`src/rtl/matrix_pkg.sv`:
```
// Shared types and helpers for the matrix result writer and its index walker.
package matrix_pkg;

  localparam int DEFAULT_DATA_W = 32;

  typedef enum logic [2:0] {
    ST_IDLE = 3'd0,
    ST_REQ  = 3'd1,
    ST_WAIT = 3'd2,
    ST_OUT  = 3'd3,
    ST_DONE = 3'd4
  } state_e;

  // Index width for a dimension of n entries; a single entry still needs one bit.
  function automatic int idx_w(input int n);
    return (n > 1) ? $clog2(n) : 1;
  endfunction

endpackage

```
`src/rtl/matrix_index_walker.sv`:
```
// Row/column walker over a ROWS x COLS matrix in row-major or column-major
// order. The walk order is captured on clear and held until the next clear.
// The counters never leave the ranges 0..ROWS-1 and 0..COLS-1.
module matrix_index_walker
  import matrix_pkg::*;
#(
  parameter int ROWS   = 8,
  parameter int COLS   = 8,
  parameter int RIDX_W = idx_w(ROWS),
  parameter int CIDX_W = idx_w(COLS)
) (
  input  logic              clk,
  input  logic              rst_n,
  input  logic              clear,
  input  logic              col_major,
  input  logic              advance,
  output logic [RIDX_W-1:0] row,
  output logic [CIDX_W-1:0] col,
  output logic              is_last
);

  logic [RIDX_W-1:0] row_q, row_d;
  logic [CIDX_W-1:0] col_q, col_d;
  logic              mode_q, mode_d;
  logic              row_end;
  logic              col_end;

  assign row_end = (row_q == RIDX_W'(ROWS - 1));
  assign col_end = (col_q == CIDX_W'(COLS - 1));

  // Next index: clear restarts at (0,0); advance steps the inner dimension and
  // carries into the outer one when the inner dimension wraps.
  always_comb begin
    row_d  = row_q;
    col_d  = col_q;
    mode_d = mode_q;
    if (clear) begin
      row_d  = '0;
      col_d  = '0;
      mode_d = col_major;
    end else if (advance) begin
      if (!mode_q) begin
        col_d = col_end ? '0 : col_q + CIDX_W'(1);
        if (col_end) begin
          row_d = row_end ? '0 : row_q + RIDX_W'(1);
        end
      end else begin
        row_d = row_end ? '0 : row_q + RIDX_W'(1);
        if (row_end) begin
          col_d = col_end ? '0 : col_q + CIDX_W'(1);
        end
      end
    end
  end

  // Index and mode registers.
  always_ff @(posedge clk or negedge rst_n) begin
    if (!rst_n) begin
      row_q  <= '0;
      col_q  <= '0;
      mode_q <= 1'b0;
    end else begin
      row_q  <= row_d;
      col_q  <= col_d;
      mode_q <= mode_d;
    end
  end

  assign row     = row_q;
  assign col     = col_q;
  assign is_last = row_end && col_end;

endmodule

```
`src/rtl/matrix_result_writer.sv`:
```
// Drains a ROWS x COLS result matrix from the result store onto a valid/ready
// stream, one element per request. Optional build macro:
//   MATRIX_WRITER_CHECKSUM_EN - adds a running XOR checksum of accepted data.
//
// state | meaning
// IDLE  | waiting for start; start latches the walk order and clears indices
// REQ   | rd_req high for one cycle with the current (rd_row, rd_col)
// WAIT  | waiting for rd_vld; captures rd_data and marks the final element
// OUT   | element held on the stream until out_ready
// DONE  | one-cycle done pulse, busy low, start ignored
module matrix_result_writer
  import matrix_pkg::*;
#(
  parameter int ROWS   = 8,
  parameter int COLS   = 8,
  parameter int DATA_W = DEFAULT_DATA_W,
  // Derived from ROWS/COLS; leave at default.
  parameter int RIDX_W = idx_w(ROWS),
  parameter int CIDX_W = idx_w(COLS)
) (
  input  logic              clk,
  input  logic              rst_n,
  input  logic              start,
  input  logic              col_major,
  output logic              rd_req,
  output logic [RIDX_W-1:0] rd_row,
  output logic [CIDX_W-1:0] rd_col,
  input  logic              rd_vld,
  input  logic [DATA_W-1:0] rd_data,
  output logic [DATA_W-1:0] out_data,
  output logic              out_valid,
  input  logic              out_ready,
  output logic              out_last,
  output logic              busy,
  output logic              done
`ifdef MATRIX_WRITER_CHECKSUM_EN
  ,
  output logic [DATA_W-1:0] checksum
`endif
);

  state_e            state_q, state_d;
  logic              rd_req_q, rd_req_d;
  logic [DATA_W-1:0] out_data_q, out_data_d;
  logic              out_valid_q, out_valid_d;
  logic              out_last_q, out_last_d;
  logic              busy_q, busy_d;
  logic              done_q, done_d;
  logic              walk_clear;
  logic              walk_adv;
  logic              walk_last;

  matrix_index_walker #(
    .ROWS   (ROWS),
    .COLS   (COLS),
    .RIDX_W (RIDX_W),
    .CIDX_W (CIDX_W)
  ) u_walker (
    .clk       (clk),
    .rst_n     (rst_n),
    .clear     (walk_clear),
    .col_major (col_major),
    .advance   (walk_adv),
    .row       (rd_row),
    .col       (rd_col),
    .is_last   (walk_last)
  );

  // Next-state and registered-output logic. Outputs are computed one cycle
  // ahead so rd_req/out_valid/done line up with the state they belong to.
  always_comb begin
    state_d     = state_q;
    rd_req_d    = 1'b0;
    out_data_d  = out_data_q;
    out_valid_d = out_valid_q;
    out_last_d  = out_last_q;
    busy_d      = busy_q;
    done_d      = 1'b0;
    walk_clear  = 1'b0;
    walk_adv    = 1'b0;
    case (state_q)
      ST_IDLE: begin
        if (start) begin
          walk_clear = 1'b1;
          busy_d     = 1'b1;
          rd_req_d   = 1'b1;
          state_d    = ST_REQ;
        end
      end
      ST_REQ: begin
        state_d = ST_WAIT;
      end
      ST_WAIT: begin
        if (rd_vld) begin
          out_data_d  = rd_data;
          out_valid_d = 1'b1;
          out_last_d  = walk_last;
          state_d     = ST_OUT;
        end
      end
      ST_OUT: begin
        if (out_ready) begin
          out_valid_d = 1'b0;
          out_last_d  = 1'b0;
          if (out_last_q) begin
            busy_d  = 1'b0;
            done_d  = 1'b1;
            state_d = ST_DONE;
          end else begin
            walk_adv = 1'b1;
            rd_req_d = 1'b1;
            state_d  = ST_REQ;
          end
        end
      end
      ST_DONE: begin
        state_d = ST_IDLE;
      end
      default: begin
        state_d     = ST_IDLE;
        out_valid_d = 1'b0;
        out_last_d  = 1'b0;
        busy_d      = 1'b0;
      end
    endcase
  end

  // State and output registers; reset aborts any drain in progress.
  always_ff @(posedge clk or negedge rst_n) begin
    if (!rst_n) begin
      state_q     <= ST_IDLE;
      rd_req_q    <= 1'b0;
      out_data_q  <= '0;
      out_valid_q <= 1'b0;
      out_last_q  <= 1'b0;
      busy_q      <= 1'b0;
      done_q      <= 1'b0;
    end else begin
      state_q     <= state_d;
      rd_req_q    <= rd_req_d;
      out_data_q  <= out_data_d;
      out_valid_q <= out_valid_d;
      out_last_q  <= out_last_d;
      busy_q      <= busy_d;
      done_q      <= done_d;
    end
  end

  assign rd_req    = rd_req_q;
  assign out_data  = out_data_q;
  assign out_valid = out_valid_q;
  assign out_last  = out_last_q;
  assign busy      = busy_q;
  assign done      = done_q;

`ifdef MATRIX_WRITER_CHECKSUM_EN
  logic [DATA_W-1:0] checksum_q, checksum_d;

  // Running XOR of accepted elements; restarts on an accepted start so the
  // value from the done cycle stays put until the next drain begins.
  always_comb begin
    checksum_d = checksum_q;
    if (state_q == ST_IDLE && start) begin
      checksum_d = '0;
    end else if (state_q == ST_OUT && out_ready) begin
      checksum_d = checksum_q ^ out_data_q;
    end
  end

  // Checksum register.
  always_ff @(posedge clk or negedge rst_n) begin
    if (!rst_n) begin
      checksum_q <= '0;
    end else begin
      checksum_q <= checksum_d;
    end
  end

  assign checksum = checksum_q;
`endif

endmodule

```
`config.mk`:
```
export PLATFORM = sky130hd
export DESIGN_NAME = matrix_result_writer
export DESIGN_NICKNAME = d
export VERILOG_FILES = /design/src/rtl/matrix_pkg.sv /design/src/rtl/matrix_index_walker.sv /design/src/rtl/matrix_result_writer.sv
export SDC_FILE = /design/constraint.sdc
export NUM_CORES = 1
export LEC_CHECK = 0
export BUFFER_PORTS_ARGS = -buffer_cell sky130_fd_sc_hd__buf_2
export CORE_ASPECT_RATIO = 0.6
export CORE_MARGIN = 8
export CORE_UTILIZATION = 52
export CTS_CLUSTER_DIAMETER = 50
export DETAILED_ROUTE_END_ITERATION = 8
export GPL_ROUTABILITY_DRIVEN = 1
export GPL_TIMING_DRIVEN = 0
export PLACE_DENSITY_LB_ADDON = 0.08
export SETUP_SLACK_MARGIN = 0.1
export SYNTH_ARGS = -nofsm -noshare
export SYNTH_HDL_FRONTEND = slang
export SYNTH_HIERARCHICAL = 1
export SYNTH_SLANG_ARGS = --single-unit
```
`constraint.sdc`:
```
create_clock -name clk -period 4.2 [get_ports clk]
set_clock_uncertainty 0.2 [all_clocks]
set_input_delay 0.42 -clock clk [delete_from_list [all_inputs] [get_ports clk]]
set_output_delay 0.42 -clock clk [all_outputs]
set_load 0.02 [all_outputs]
```
Word-level counts from Yosys, hierarchy flattened
Cells that the tools add are included.

Flip-flop bits (word level): 47. Input port bits: 38. Output and inout port bits: 43. Word-level logic and storage cells: 70.

Add/sub/neg operators: 2. Equality and inequality tests: 11. Multiplexer cells: 33. Bitwise operators: 2. Reductions and logical operators: 12.

Operator list (number): 2-to-1 mux 3 bit (14); 2-to-1 mux 1 bit (14); case mux 3 bit (4 select lines) (1); equality test 3 bit, second input constant (3); case mux 1 bit (3 select lines) (3); != test 2 bit, second input constant (4); adder 3 x 1 -> 3 bit, second input constant (2); equality test 3 x 2 -> 1 bit, second input constant (2); AND reduction 2 bit (3); AND reduction 3 bit (2); OR reduction 3 bit (2); AND reduction 4 bit (1); equality test 3 x 1 -> 1 bit, second input constant (1); zero test 3 bit (1); != test 3 x 2 -> 1 bit, second input constant (1); nonzero test 3 bit (1); inverter 1 bit (2); case mux 1 bit (2 select lines) (1); nonzero test 2 bit (1); logical AND 1 bit (1).

Depth between registers and ports, before layout
Gate-level depths: netlist of run 1.

Depth in word-level cells: 6. Mapped depth: 8. Gate-level depth less buffers: 6.

Hierarchy
The synthesis of run 1 kept the hierarchy.

By module, submodules not included: matrix_result_writer (instances 1, cells each 104, area each 1700.4 um^2, sequential area each 1001.0 um^2); matrix_index_walker (instances 1, cells each 36, area each 374.1 um^2, sequential area each 175.2 um^2).

Least setup slack after synthesis of run 1
Ideal clock, no wire load.

Path type: reg-to-reg. Start point: register state_q[2]. End point: register u_walker.row_q[0], in the netlist u_walker/row[0]. Library setup time: 73 ps. Arrival: 1480 ps. Setup slack: 2447 ps. Stages on the path, launching flop included: 7. Clock period less this slack: 1753 ps. Cells stage by stage: dfrtp_1 nor2b_2 nand3_1 nor2_1 o21ai_2 or3_1 a21oi_2.

Word-level cells in the longest chain between the ends: 4.

RTL lines: start: declaration (line matrix_result_writer.sv:42) `state_e state_q, state_d;`; start signal: assignment (line matrix_result_writer.sv:139) `state_q <= state_d;`; equality test 3 x 2 -> 1 bit (line matrix_result_writer.sv:81) `case (state_q)`; 2-to-1 mux 1 bit (line matrix_result_writer.sv:81); via walk_adv (line matrix_result_writer.sv:50) `logic walk_adv;`; nonzero test 2 bit (no line); AND reduction 2 bit (no line); end signal: assignment (line matrix_index_walker.sv:63) `row_q <= row_d;`; end: declaration (line matrix_index_walker.sv:22) `logic [RIDX_W-1:0] row_q, row_d;`.

The timed path passes the listed nets, and every way through them passes these cells. A chain may end at the register's enable or synchronous reset.

Final worst setup path of run 1
Same ends and word-level chain as after synthesis.

==> results of run 1 <==
## routing by layer
metal  part of all wire [%]  vias up  wire length, um  GRT usage (%)
met3                    9.4        4              433          6.667
met2                     46       59             2100          24.46
met1                     44      646             2045          18.50
met5                      0        -                0              0
li1                       -      662                -              -
met4                   0.74        0               34          3.940
## synth_stat cells (all sizes together)
library cell,n,share of area (%)
and3,1,0.30
nand2,3,0.54
or3,1,0.30
o21bai,2,0.72
a21oi,5,1.4
a41o,1,0.48
ha,4,2.4
dfrtp,47,57
nand3,5,1.2
inv,3,0.54
nand2b,3,0.90
nor2,7,1.3
mux2i,2,0.97
and2,2,0.72
o21ai,8,2.1
buf,6,4.0
mux2,33,23
nor3b,1,0.36
nor3,1,0.24
nor2b,4,1.3
a32o,1,0.48
## per-stage QoR
stage,setup WS (ps),util [%],power [uW]
3_5_place_dp,2236,67.68,1775
2_1_floorplan,2447,-,1462
5_1_grt,2033,70.35,2184
4_1_cts,2212,70.35,2073
3_3_place_gp,2265,67.68,1733
6_report,2177,70.35,2045
## final cells by class
class | instances | area, um^2 | share of cell area, %
repair buffers | 80 | 400.4 | 15.20
clock buffers | 8 | 100.1 | 3.800
well taps | 47 | 58.81 | 2.233
multi-input cells | 84 | 803.3 | 30.50
inverters | 3 | 11.26 | 0.4276
flip-flops and latches | 47 | 1176 | 44.66
plain buffers | 6 | 83.83 | 3.183
## report_power, final
part	leakage [uW]	switching, uW	internal, uW
clock network	0.0000515	140	150
logic	0.000759	514	475
registers	0.000567	112	653
total	0.00138	766	1280
## layout by cell type, fill, tap and decap left out
cell | netlist | final
nand2_1 | 3 | 3
mux2_2 | 1 | 1
mux2_4 | 28 | 28
nor2b_1 | 3 | 3
nor3b_1 | 1 | 1
a41o_1 | 1 | 1
inv_1 | 3 | 3
ha_1 | 4 | 4
nor2_1 | 7 | 7
buf_6 | 1 | 1
and2_4 | 1 | 1
o21ai_2 | 1 | 1
or3_1 | 1 | 1
buf_2 | 1 | 81
and3_1 | 1 | 1
clkbuf_1 | 0 | 1
dfrtp_1 | 47 | 47
mux2i_1 | 2 | 2
a32o_1 | 1 | 1
nor2b_2 | 1 | 1
buf_4 | 1 | 1
and2_1 | 1 | 1
o21ai_0 | 7 | 7
o21bai_1 | 2 | 2
mux2_1 | 4 | 4
clkbuf_8 | 0 | 7
nor3_1 | 1 | 1
nand2b_1 | 3 | 3
a21oi_2 | 1 | 1
a21oi_1 | 4 | 4
nand3_1 | 5 | 5
buf_12 | 3 | 3
## final timing paths
check / to / slack, ps / cells past startpoint
min: u_walker/row[1]$_DFFE_PN0P_ / 90 / 1
min in group clk: out_data[0]$_DFFE_PN0P_ / 150 / 2
min reg2reg: out_data[0]$_DFFE_PN0P_ / 280 / 1
max: u_walker/row[0]$_DFFE_PN0P_ / 2180 / 6
max reg2reg: u_walker/row[0]$_DFFE_PN0P_ / 2180 / 6
max in group asynchronous: u_walker/col[2]$_DFFE_PN0P_ / 3090 / 1
## state kept, by name (all words and copies together), names as in the netlist
register,cells
out_data,32
state_q,3
u_walker/col,3
u_walker/row,3
busy,1
done,1
out_last,1
out_valid,1
rd_req,1
u_walker/mode_q,1
## cell families (layout without fill, tap and decap cells)
family / after synthesis / after routing
AOI/OAI and AO/OA: 17 / 17
adders and majority gates: 4 / 4
buffers and inverters: 9 / 97
DFF: 47 / 47
muxes: 35 / 35
and+or+nand+nor: 28 / 28
==> metrics.yaml, run 1 <==
grt_antenna_before_repair: 0
final_area_um2: 2634
synth_mux_area_share_pct: 23.94
required_ps: 4220
period_minus_slack_ps: 2023
dp_cells: 267
clk_latency_ps: 290
wl_per_cell_um: 16.77
tightest_slew_ps: 995.0
dpl_cell_area_um2: 2534
cts_setup_buffers: 0
core_area_um2: 3744
stdcell_count: 275
num_vias: 1371
synthToLayoutAreaGrowth_pct: 26.96
final_max_slew_viol_count: 0
cts_hold_buf: 0
synthSimpleGateAreaFrac_pct: 7.177
status: "finished clean"
yosysWarnings: 6
syn_inst: 140
cp_cell_sequence: "nor2b_2 -> nand3_1 -> nor2_1 -> o21ai_2 -> or3_1 -> a21oi_2"
root_buffer: "clkbuf_8"
maxCapViolCount: 0
cp.arrival_ps: 2050
grt_overflow_total: 0
critPathLaunchType: "flop"
fp.dieW_um: 97.54
path_class: "flop to flop"
fin_crit_sh_pct: 48.16
hold_class: "input port to asynchronous set/reset pin"
fillCellCount: 278
syn_area_per_cell_um2: 14.82
clockBufferDepth: 2
cp_num_buf_inv: 0
critPathMaxFanout: 7
clock-sinks: 47
first_iter_violations: 77
cts_resized: 0
crit_start: "state_q[2]$_DFFE_PN0P_"
portBuffers: 80
num_rows: 17
synth-xor-area-share_pct: 0
power.density_nw_per_um2: 776.6
initial_utilization_pct: 55.41
synth_top_family_by_area: "multiplexers"
place.gp.congestion: 0.7613
numCtsBuffers: 5
h-tree-depth: 2
path_delay_family: "simple AND/OR/NAND/NOR gates"
drive_gt1_share_pct: 55.26
cp-end-kind: "flop"
routed_wl_mm: 4.613
leakage_uw: 0.001377
grt_max_degree: 48
ys_seq_area_share_pct: 56.69
synth_area_um2: 2074
synthAdderAreaFrac_pct: 2.413
synth-compound-area-share_pct: 5.187
clkTransAtPathRegs_ps: 80
diodes: 0
tns_ps: 0
crit_slowest_cell: "dfrtp_1"
grt_pass1_wl_mm: 7.866
hold_ws_ps: 88.18
dp_hpwl_mm: 3.588
rsz0062_at_grt: "no"
vias_per_cell: 4.985
grt.total_usage_pct: 15.25
fp.dieH_um: 64.93
hold_viol: 0
fp.dieArea_um2: 6333
ir_drop_mv: 0.4517
finalSetupViolCount: 0
max_slew_margin_pct: 33.67
first_pass_iters: 4
synth_fp_nets: 182
ys_ff_latch: 47
clock.fmax_ghz: 0.4944
grt_pass1_vias: 1591
cts_tree: "yes"
fin_nets: 269
io_pins: 81
netlist-cell-type-count: 30
crit_path_max_incr_delay_ps: 460
drcViolationCount: 0
r2r-start: "state_q[2]$_DFFE_PN0P_"
drtAntennaViolNets: 0
No activity file was read; power rests on OpenSTA's default activity.
==> run 2, diff against run 1 <==
CORE_UTILIZATION = 48   (was 52)
clock period = 1.9 ns   (was 4.2 ns; I/O delays follow)
==> metrics.yaml, run 2 (synthesized netlist as in run 1, its figures left out) <==
stdcell_count: 326
top_layer_used: "met4"
path_class: "flop to flop"
p_seq_share_pct: 37.0
diodes: 0
crit_path_max_incr_delay_ps: 370
reg2regPathDepth: 6
max_slew_margin_pct: 31.84
wl_per_cell_um: 15.69
cp_cell_sequence: "buf_4 -> nor2b_1 -> and2_4 -> buf_6 -> buf_12 -> mux2_4"
initial_utilization_pct: 50.33
critPathLaunchType: "flop"
final_max_slew_viol_count: 0
fin_crit_sh_pct: 91.97
fp.dieArea_um2: 6751
first_iter_violations: 40
status: "finished clean"
r2r-end: "out_data[26]$_DFFE_PN0P_"
dpl_cell_area_um2: 2550
setup.worst_path.end: "out_data[26]$_DFFE_PN0P_"
first_pass_iters: 4
ir_drop_mv: 0.9405
numCtsBuffers: 5
required_ps: 1880
cts_tree: "yes"
power_frac_comb_pct: 50.2
h-tree-depth: 2
grt_overflow_total: 0
root_buffer: "clkbuf_8"
mostFrequentLayoutCell: "buf_2"
wl_met1_mm: 2.270
clk_latency_ps: 290
reg2reg_slack_ps: 150
drcViolationCount: 0
drtAntennaViolNets: 0
cp.arrival_ps: 1730
place.gp.congestion: 0.7707
grt_antenna_before_repair: 0
synthToLayoutAreaGrowth_pct: 46.14
num_vias: 1532
largest_reg_flops: 32
grt_pass1_wl_mm: 8.224
finalSetupViolCount: 0
dp_cells: 280
rsz0062_at_grt: "no"
fin_nets: 307
portBuffers: 80
clockBufferDepth: 2
final_area_um2: 3032
drive_gt1_share_pct: 50.38
fp.dieW_um: 100.9
wl_met2_mm: 2.311
hold_ws_ps: 37.50
routed_wl_mm: 5.114
leakage_uw: 0.001532
grt_max_degree: 48
grt.total_usage_pct: 15.45
cp-end-kind: "flop"
totalPowerFinal_uw: 4616
vias_per_cell: 4.699
hold_class: "input port to flop"
grt_pass1_vias: 1655
crit_start: "state_q[0]$_DFFE_PN0P_"
clkTransAtPathRegs_ps: 90
crit_slowest_cell: "dfrtp_1"
switchingPower_uw: 1776
most-common-layout-cells: "81 x buf_2, 45 x dfrtp_1, 35 x dlygate4sd3_1"
switching_share_pct: 38.47
num_rows: 18
tightest_slew_ps: 1022
period_minus_slack_ps: 1747
critPathMaxFanout: 10
clock.fmax_ghz: 0.5722
power.density_nw_per_um2: 1523
dr_wl_met3_um: 478
hold_viol: 0
clock-sinks: 47
r2r-start: "state_q[0]$_DFFE_PN0P_"
clkPwrFrac_pct: 12.8
dp_hpwl_mm: 3.625
core_area_um2: 4121
io_pins: 81
maxCapViolCount: 0
fp.dieH_um: 66.93
intPower_uw: 2840
## run 2: cell types whose count changed in the layout (fill, tap and decap cells not counted), moves of 2 or more
cell and delta:
buf_4 +3, clkbuf_8 -2, clkinvlp_4 +2, dfrtp_1 -2, dfrtp_2 +2, dlygate4sd3_1 +35
## run 2: worst min-delay path by stage
stage / startpoint / endpoint / slack (ps) / cells past startpoint
after floorplan: rst_n / busy$_DFFE_PN0P_ / -310 / 0
after global placement: rst_n / busy$_DFFE_PN0P_ / 200 / 1
after detailed placement: rd_data[29] / out_data[29]$_DFFE_PN0P_ / 210 / 2
after CTS: rd_vld / state_q[0]$_DFFE_PN0P_ / 30 / 3
after global routing: rd_vld / state_q[0]$_DFFE_PN0P_ / 70 / 3
final: rd_vld / state_q[0]$_DFFE_PN0P_ / 40 / 3
## run 2: what timing repair did
item / CTS / global route
hold buffers: 35 / 0
gates resized for setup: 3 / 3
setup endpoints to repair: 6 / 8
endpoints found under the hold margin: 82 / 0
pin swaps: 1 / 0
buffers inserted: 2 / 1
## run 2: area by class of cell
class,count,area (um^2)
Tap cell,60,75.07
Clock inverter,3,20.02
Sequential cell,47,1179
Inverter,3,11.26
Multi-Input combinational cell,84,820.8
Fill cell,284,1090
Buffer,6,83.83
Clock buffer,5,68.82
Timing Repair Buffer,118,773.2
## run 2: per-stage QoR
stage	TNS (ps)	worst slack, ps	util, %
after global placement	-57.31	-57.31	61.87
after CTS	0	118.7	73.19
final	0	152.5	73.56
after global routing	0	107.3	73.56
after floorplan	0	147.3	-
after detailed placement	-104.3	-104.3	61.87
## run 2: power by group through the flow
stage                     clock network [uW]  logic [uW]  registers (uW)
after floorplan                            0        1020            2210
after global placement                     0        2170            1680
after detailed placement                   0        2210            1720
after CTS                                613        2310            1710
after global routing                     654        2460            1760
final                                    591        2320            1710
## run 2: critical path, delay by kind of cell (launching register included)
kind	cells	cell delay [ps]
and+or+nand+nor	2	300
DFF	1	370
buffers and inverters	3	470
muxes	1	310
## run 2: metal layers
layer	global-route usage, %	up-vias
met3	6.653	6
li1	-	737
met2	24.30	60
met5	0	-
met4	4.486	0
met1	18.92	729
